[config.mk]
export PLATFORM = sky130hd
export DESIGN_NAME = fifo_rd_adapter
export DESIGN_NICKNAME = d
export VERILOG_FILES = /design/src/rtl/fifo_rd_adapter.sv
export SDC_FILE = /design/constraint.sdc
export NUM_CORES = 1
export LEC_CHECK = 0
export ABC_AREA = 1
export CAP_MARGIN = 20
export CORE_MARGIN = 2
export CORE_UTILIZATION = 45
export CTS_CLUSTER_DIAMETER = 80
export CTS_CLUSTER_SIZE = 24
export DETAILED_ROUTE_END_ITERATION = 6
export PLACE_DENSITY = 0.71
export SLEW_MARGIN = 0
export SYNTH_ARGS = -nofsm -noshare
export SYNTH_HDL_FRONTEND = slang
export SYNTH_SLANG_ARGS = --single-unit
[constraint.sdc]
create_clock -name clk -period 2.6 [get_ports clk]
set_input_delay 0.52 -clock clk [delete_from_list [all_inputs] [get_ports clk]]
set_output_delay 0.52 -clock clk [all_outputs]
set_load 0.03 [all_outputs]
[src/rtl/fifo_rd_adapter.sv]
`default_nettype none
// ============================================================================
// Module      : fifo_rd_adapter
// Description : Turns a FIFO read port (request, data one cycle later) into a
//               registered valid/ready stream backed by a 2-entry buffer.
// Revision    : 1.0 - initial release
// ============================================================================
module fifo_rd_adapter #(
    parameter int DW = 8
) (
    input  logic          clk,
    input  logic          reset,
    input  logic          ffrempty,
    output logic          ffrreq,
    input  logic [DW-1:0] ffrdata,
    input  logic          ffrvld,
    output logic          m_valid,
    input  logic          m_ready,
    output logic [DW-1:0] m_data,
    output logic [1:0]    occ,
    output logic          err
);

    localparam logic [1:0] c_OCC_EMPTY = 2'd0;
    localparam logic [1:0] c_OCC_ONE   = 2'd1;
    localparam logic [1:0] c_OCC_FULL  = 2'd2;

    logic [DW-1:0] r_head;
    logic [DW-1:0] r_tail;
    logic [1:0]    r_occ;
    logic          r_inflight;
    logic          r_mask;
    logic          r_err;

    logic          w_pop;
    logic          w_cap;
    logic          w_drop;
    logic [2:0]    w_credit;

    assign w_pop  = m_valid & m_ready;
    assign w_cap  = ffrvld & ~r_mask;
    assign w_drop = w_cap & (r_occ == c_OCC_FULL) & ~w_pop;

    // Slots already promised: buffered beats plus the read still in flight,
    // less the beat leaving this cycle. Three bits so the sum never wraps.
    assign w_credit = {1'b0, r_occ} + {2'b00, r_inflight} - {2'b00, w_pop};
    assign ffrreq   = ~reset & ~ffrempty & (w_credit < 3'd2);

    assign m_valid = (r_occ != c_OCC_EMPTY);
    assign m_data  = r_head;
    assign occ     = r_occ;
    assign err     = r_err;

    always_ff @(posedge clk) begin
        if (reset) begin
            r_head     <= '0;
            r_tail     <= '0;
            r_occ      <= c_OCC_EMPTY;
            r_inflight <= 1'b0;
            r_mask     <= 1'b1;
            r_err      <= 1'b0;
        end else begin
            r_mask     <= 1'b0;
            r_inflight <= ffrreq;

            if (w_drop) begin
                r_err <= 1'b1;
            end else begin
                if (w_cap && !w_pop) begin
                    r_occ <= r_occ + 2'd1;
                end else if (!w_cap && w_pop) begin
                    r_occ <= r_occ - 2'd1;
                end

                if (w_cap) begin
                    if ((r_occ == c_OCC_EMPTY) || ((r_occ == c_OCC_ONE) && w_pop)) begin
                        r_head <= ffrdata;
                    end else begin
                        r_tail <= ffrdata;
                    end
                end

                // Head is never written by capture when full, so the shift is safe.
                if (w_pop && (r_occ == c_OCC_FULL)) begin
                    r_head <= r_tail;
                end
            end

            if (w_cap && !r_inflight) begin
                r_err <= 1'b1;
            end
        end
    end

endmodule
`default_nettype wire

==> key figures, run 1 <==
Layout
  • Nets: 216
  • Area occupied by multi-input gates: 756 um^2
  • # diodes: 0
  • Register area: 428 um^2
  • Layout area overhead: 28.9%
  • Share of cells above drive strength 1: 19.8%
  • Fillers: between 200 and 300
  • Cell area after layout: between 1500 and 2000 um^2

Drt
  • Vias per cell: 5.26
  • Drt first pass iters: 5
  • ANT nets after route: 0
  • Avg WL per Cell: roughly 12 um
  • Initial DRC Count: 36
  • Routed via count: ~1200
  • # DRC: 0
  • WL final: between 2000 and 3000 um

Power and ir drop
  • PwrDens: 725 nW/um^2
  • Post-layout power: 1.19 mW
  • Net Sw Power: 0.493 mW
  • Net Sw Frac: 41.5%
  • Max VDD drop: 0.000493 V
  • Combinational Power Share: 52.4%
  • Clk network pwr share: between 10% and 20%
  • Pint: 0.696 mW
  • Leakage Power: 0.725 nW
  • Sequential Power Share: between 30% and 40%

Synthesis
  • Cell variety after synth: 27
  • Mean Syn Cell Area: 7.52 um^2
  • Syn Nets: 187
  • Synth area leader: dfxtp_1
  • EDFF count, synth: 0
  • Synth area leaders: dfxtp_1, nand2_1, a21oi_1
  • Synth Flop Type: dfxtp_1
  • Fraction of registers with async set/reset: 0%
  • #FFs+latches synth: 21
  • Top-area cell type share of the netlist area: between 30 and 40%
  • Sequential area share after synthesis: about 33%
  • Synth Cell Area: around 1300 um^2
  • Yosys warnings: 0
  • Most common cell in the netlist: nand2_1
  • Post-synthesis cell count: 169
  • Top cells by count, synth: nand2_1, dfxtp_1, nor2_1

Hold path
  • Hold Crit Class: reg2reg

Placed design
  • Gp weighted congestion: 0.760
  • Detail Placement HPWL: 1850 um
  • Placed Area: 1540 um^2
  • PortBufs: 25

Worst setup path
  • Setup Crit Path Kind: reg2out
  • Max FO, Critical Path: 3
  • CP cell instances: inv_4, ha_4, inv_4, nand2_4, nor2_4, o21ai_2, fa_2, nand2_2, nor3_4, buf_6
  • Critical Path RT: roughly 2.1 ns
  • WP data arrival: 2.03 ns
  • Startpoint Class: flip-flop
  • Worst setup EP type: output pin
  • Crit-path most repeated cell: inv_4
  • CP peak stage delay: 0.52 ns
  • Critical Path Slowest Stage Cell: fa_2
  • FF-to-FF setup slack: roughly 0.75 ns

Global route
  • First-pass GRT wire length: around 4700 um
  • Vias in the first global route: around 1100
  • Met1 usage: 23.3%
  • Largest net degree at the start of global routing: 25
  • M3 GR Usage: 2.49%
  • All-Layer GR Usage: 18.2%
  • Grt met2 use: 29.2%
  • Gr busiest metal: met2
  • GR Overflow Total: 0
  • Initial antenna violation count: 0

Clock network
  • Maximum clock insertion buffer count: 2
  • Clock slew at reported path FFs: 0.12 ns
  • Later-pin clock latency in the skew report: 0.30 ns
  • Clock Sinks: 21
  • Max H-tree Level: 1
  • CTS Buf Count: 3
  • Root Driver: clkbuf_4
  • CTS tree: built

Die
  • Starting Density: 46.9%
  • Core area: 2710 um^2
  • Die height: 57.2 um
  • Die area: 3270 um^2
  • Cell row count: 19
  • I/O pin count: 26
  • Die width: between 50 and 60 um

Timing
  • Final hold vios: 0
  • Layout Skew: 0.00939 ns
  • Tmin final: 2.55 ns
  • Tcrit/Tclk final: a little under 100%
  • Final max-slew violation count: 0
  • Max frequency: 393 MHz
  • Unrepaired setup endpoints after global routing: true
  • Slew @ Worst Pin: 0.466 ns
  • Max_slew headroom: 68.9%
  • Setup TNS: 0 ns
  • Setup violators final: 0

Job
  • Maxcap violations: 0

Outcome
  • Status: complete, no violations
-- cells in the final DEF, fill, tap and decap left out, drive strengths merged --
master	n
nor3	2
nand3b	8
nand3	13
a31oi	1
a21oi	19
o21ai	1
buf	10
clkdlybuf4s50	23
clkinv	1
dfxtp	21
clkbuf	4
ha	4
dlygate4sd2	1
inv	17
nand4	8
nand2	40
xor2	2
fa	1
nor2	21
-- critical path, delay by kind of cell, from the launching register on --
kind / cells / cell delay [ns]
compound gates: 1 / 0.06
fa+ha+maj: 2 / 0.67
buf+inv: 3 / 0.26
flops: 1 / 0.38
simple gates: 4 / 0.34
-- metrics by stage --
stage	hold WS [ns]	utilization [%]	setup slack, ns	std cells
after floorplan	0.452	-	0.0236	169
after global placement	0.459	56.6	-0.188	221
after detailed placement	0.464	56.6	-0.256	221
after CTS	0.483	60.2	0.00177	228
after global routing	0.525	60.5	-0.0286	228
final	0.482	60.5	0.0526	228
-- worst paths after layout --
check,start,endpoint,cells past startpoint
worst max-delay path,occ[1],ffrreq,10
worst min-delay path,err,err,2
worst max register to register,occ[1],m_data[6],10
worst min register to register,err,err,2
-- registers in the layout, summed over array words and instances, names as in the netlist --
| name | flops |
|---|---|
| r_mask | 1 |
| r_inflight | 1 |
| r_tail | 8 |
| err | 1 |
| occ | 2 |
| m_data | 8 |
-- metal layers --
layer | up-vias | part of all wire, %
met3 | 8 | 4.2
met4 | 0 | 2.2
met5 | - | 0
li1 | 601 | -
met1 | 558 | 44
met2 | 32 | 49
-- power groups by stage --
stage               sequential [mW]  clock (mW)  combinational (mW)
floorplan                     0.482           0               0.323
global placement              0.417           0               0.526
detailed placement            0.420           0               0.541
CTS                           0.407       0.170               0.612
global route                  0.413       0.177               0.680
finish                        0.407       0.159               0.623
-- logic make-up after synthesis --
family,count (synthesis),synth area share [%]
simple gates,92,39.3
compound gates,21,8.66
buf+inv,28,12.1
fa+ha+maj,5,5.51
xor+xnor,2,1.38
flops,21,33.1
-- cell type report --
class                   instances  area share, %
multi-input cells             120           46.1
inverters                      18           4.43
well taps                      31           2.37
flip-flops and latches         21           26.1
clock buffers                   4           1.60
repair buffers                 34           19.4
-- timing repair --
item | 4_1_cts | 5_1_grt
setup buffers | 3 | 0
endpoints found under the hold margin | 0 | 0
pin swaps | 7 | 2
hold buffers | 0 | 0
resized for setup | 16 | 1
endpoints found under the setup margin | 1 | 1
Power figures use the tool's default switching activity.
==> inputs of run 2 (changes only) <==
--- a/config.mk
+++ b/config.mk
@@ -13,6 +13,7 @@
 export CTS_CLUSTER_SIZE = 24
 export DETAILED_ROUTE_END_ITERATION = 6
 export PLACE_DENSITY = 0.71
+export REMOVE_ABC_BUFFERS = 1
 export SLEW_MARGIN = 0
 export SYNTH_ARGS = -nofsm -noshare
 export SYNTH_HDL_FRONTEND = slang
==> constraint.sdc (replaced) <==
create_clock -name clk -period 2.9 [get_ports clk]
set_input_delay 0.58 -clock clk [delete_from_list [all_inputs] [get_ports clk]]
set_output_delay 0.58 -clock clk [all_outputs]
set_load 0.03 [all_outputs]
==> run 2 against run 1 <==
Non-clock buffer count fell by 3; critical path depth unchanged; design area decreased by 4.6%; final cell count down 1.3%; combinational power fell by 22%; worst hold slack improved by 0.0023 ns; highest routed layer unchanged.
==> key figures, run 2 (synthesis results as in run 1) <==
Timing
  • Final hold vios: 0
  • Max_slew headroom: between 60 and 70%
  • Setup TNS: 0 ns
  • Tcrit/Tclk final: 95.8%
  • Tmin final: ~2.8 ns
  • Final max-slew violation count: 0
  • Layout Skew: 0.00123 ns
  • Max frequency: around 360 MHz
  • Setup violators final: 0
  • Slew @ Worst Pin: about 0.53 ns

Clock network
  • Clock Sinks: 21
  • CTS Buf Count: 3
  • Max H-tree Level: 1
  • Maximum clock insertion buffer count: 2
  • Clock slew at reported path FFs: 0.12 ns
  • Root Driver: clkbuf_4
  • Hold_buf cts: 0
  • Later-pin clock latency in the skew report: 0.30 ns
  • CTS tree: built

Layout
  • Fillers: roughly 250
  • Layout area overhead: 23.0%
  • Fin cells: roughly 230
  • Nets: between 200 and 250
  • Most frequent cells in the layout: nand2_1, clkdlybuf4s50_1, dfxtp_1
  • # diodes: 0
  • Share of cells above drive strength 1: between 10% and 20%
  • Commonest non-fill, non-tap cell in the layout: nand2_1

Die
  • Die width: roughly 57 um
  • Starting Density: 46.9%
  • Die height: about 57 um
  • Core area: around 2700 um^2
  • Cell row count: 19
  • Die area: 3270 um^2
  • I/O pin count: 26

Job
  • Maxcap violations: 0

Worst setup path
  • Setup Crit Path Kind: reg2out
  • R2R depth: 7
  • Worst setup EP type: output pin
  • WP data arrival: around 2.2 ns
  • Max FO, Critical Path: 12
  • Critical Path RT: 2.32 ns
  • Startpoint Class: flip-flop

Drt
  • Vias per cell: just over 5
  • WL final: ~2500 um
  • ANT nets after route: 0
  • Wire length on met1: 1130 um
  • Top Metal Used: met4
  • WL met3: ~90 um
  • Met2 WL: 1270 um
  • Routed via count: 1148
  • Avg WL per Cell: approximately 11 um
  • Initial DRC Count: 24
  • # DRC: 0
  • Drt first pass iters: 4

Hold path
  • Hold path depth: 2
  • Hold Crit Class: reg2reg

Power and ir drop
  • Leakage Power: 0.704 nW
  • Max VDD drop: 0.000465 V
  • Post-layout power: about 1 mW
  • PwrDens: 637 nW/um^2

Outcome
  • Status: complete, no violations

Placed design
  • PortBufs: 25
  • Number of instances in the placed design: 220
  • Detail Placement HPWL: 1730 um
  • Gp weighted congestion: between 0.7 and 0.8

Global route
  • Vias in the first global route: between 1000 and 1500
  • Largest net degree at the start of global routing: 25
  • Initial antenna violation count: 0
  • All-Layer GR Usage: 17.1%
  • GR Overflow Total: 0
  • First-pass GRT wire length: 4460 um
run 2: path summary, 6_finish.rpt:
check | startpoint | endpoint | slack [ns]
worst max-delay path | occ[0] | ffrreq | 0.12
worst min-delay path | err | err | 0.48
worst max register to register | occ[1] | m_data[0] | 0.95
worst min register to register | err | err | 0.48
run 2: layout make-up:
cell class / instances / area [um^2] / area share [%]
inverters: 18 / 67.6 / 4.32
repair buffers: 31 / 295 / 18.9
clock buffers: 4 / 26.3 / 1.68
flip-flops and latches: 21 / 428 / 27.4
multi-input cells: 120 / 708 / 45.3
well taps: 31 / 38.8 / 2.48
run 2: critical path, stage by stage, from the launching register on:
cell and delay [ns]:
dfxtp_4 0.38, inv_2 0.06, ha_1 0.15, inv_2 0.05, buf_6 0.15, a21oi_2 0.12, o21ai_1 0.08, fa_1 0.48
nand2_1 0.08, nor3_2 0.16, buf_4 0.18
run 2: timing repair:
item                                    4_1_cts  5_1_grt
endpoints found under the setup margin        1        1
setup buffers                                 1        0
endpoints found under the hold margin         0        0
resized for setup                             5        6
run 2: through the flow:
step	setup slack, ns	hold slack, ns	util (%)	instance area, um^2
floorplan	-0.507	0.452	-	1180
global placement	-0.00663	0.462	55.7	1510
detailed placement	-0.0420	0.469	55.7	1510
CTS	0.0120	0.490	57.1	1550
global route	-0.0308	0.529	57.7	1560
finish	0.120	0.484	57.7	1560
run 2: where the power goes:
part | internal [mW] | total [mW] | leakage [nW] | switching (mW)
Combinational | 0.198 | 0.489 | 0.515 | 0.290
Clock | 0.0536 | 0.143 | 0.0150 | 0.0892
Sequential | 0.338 | 0.365 | 0.174 | 0.0263
run 2: metal layers:
layer  up-vias  track usage, %
met2        17            28.1
li1        599               -
met3         4            2.95
met4         0            8.64
met5         -               0
met1       528            21.5
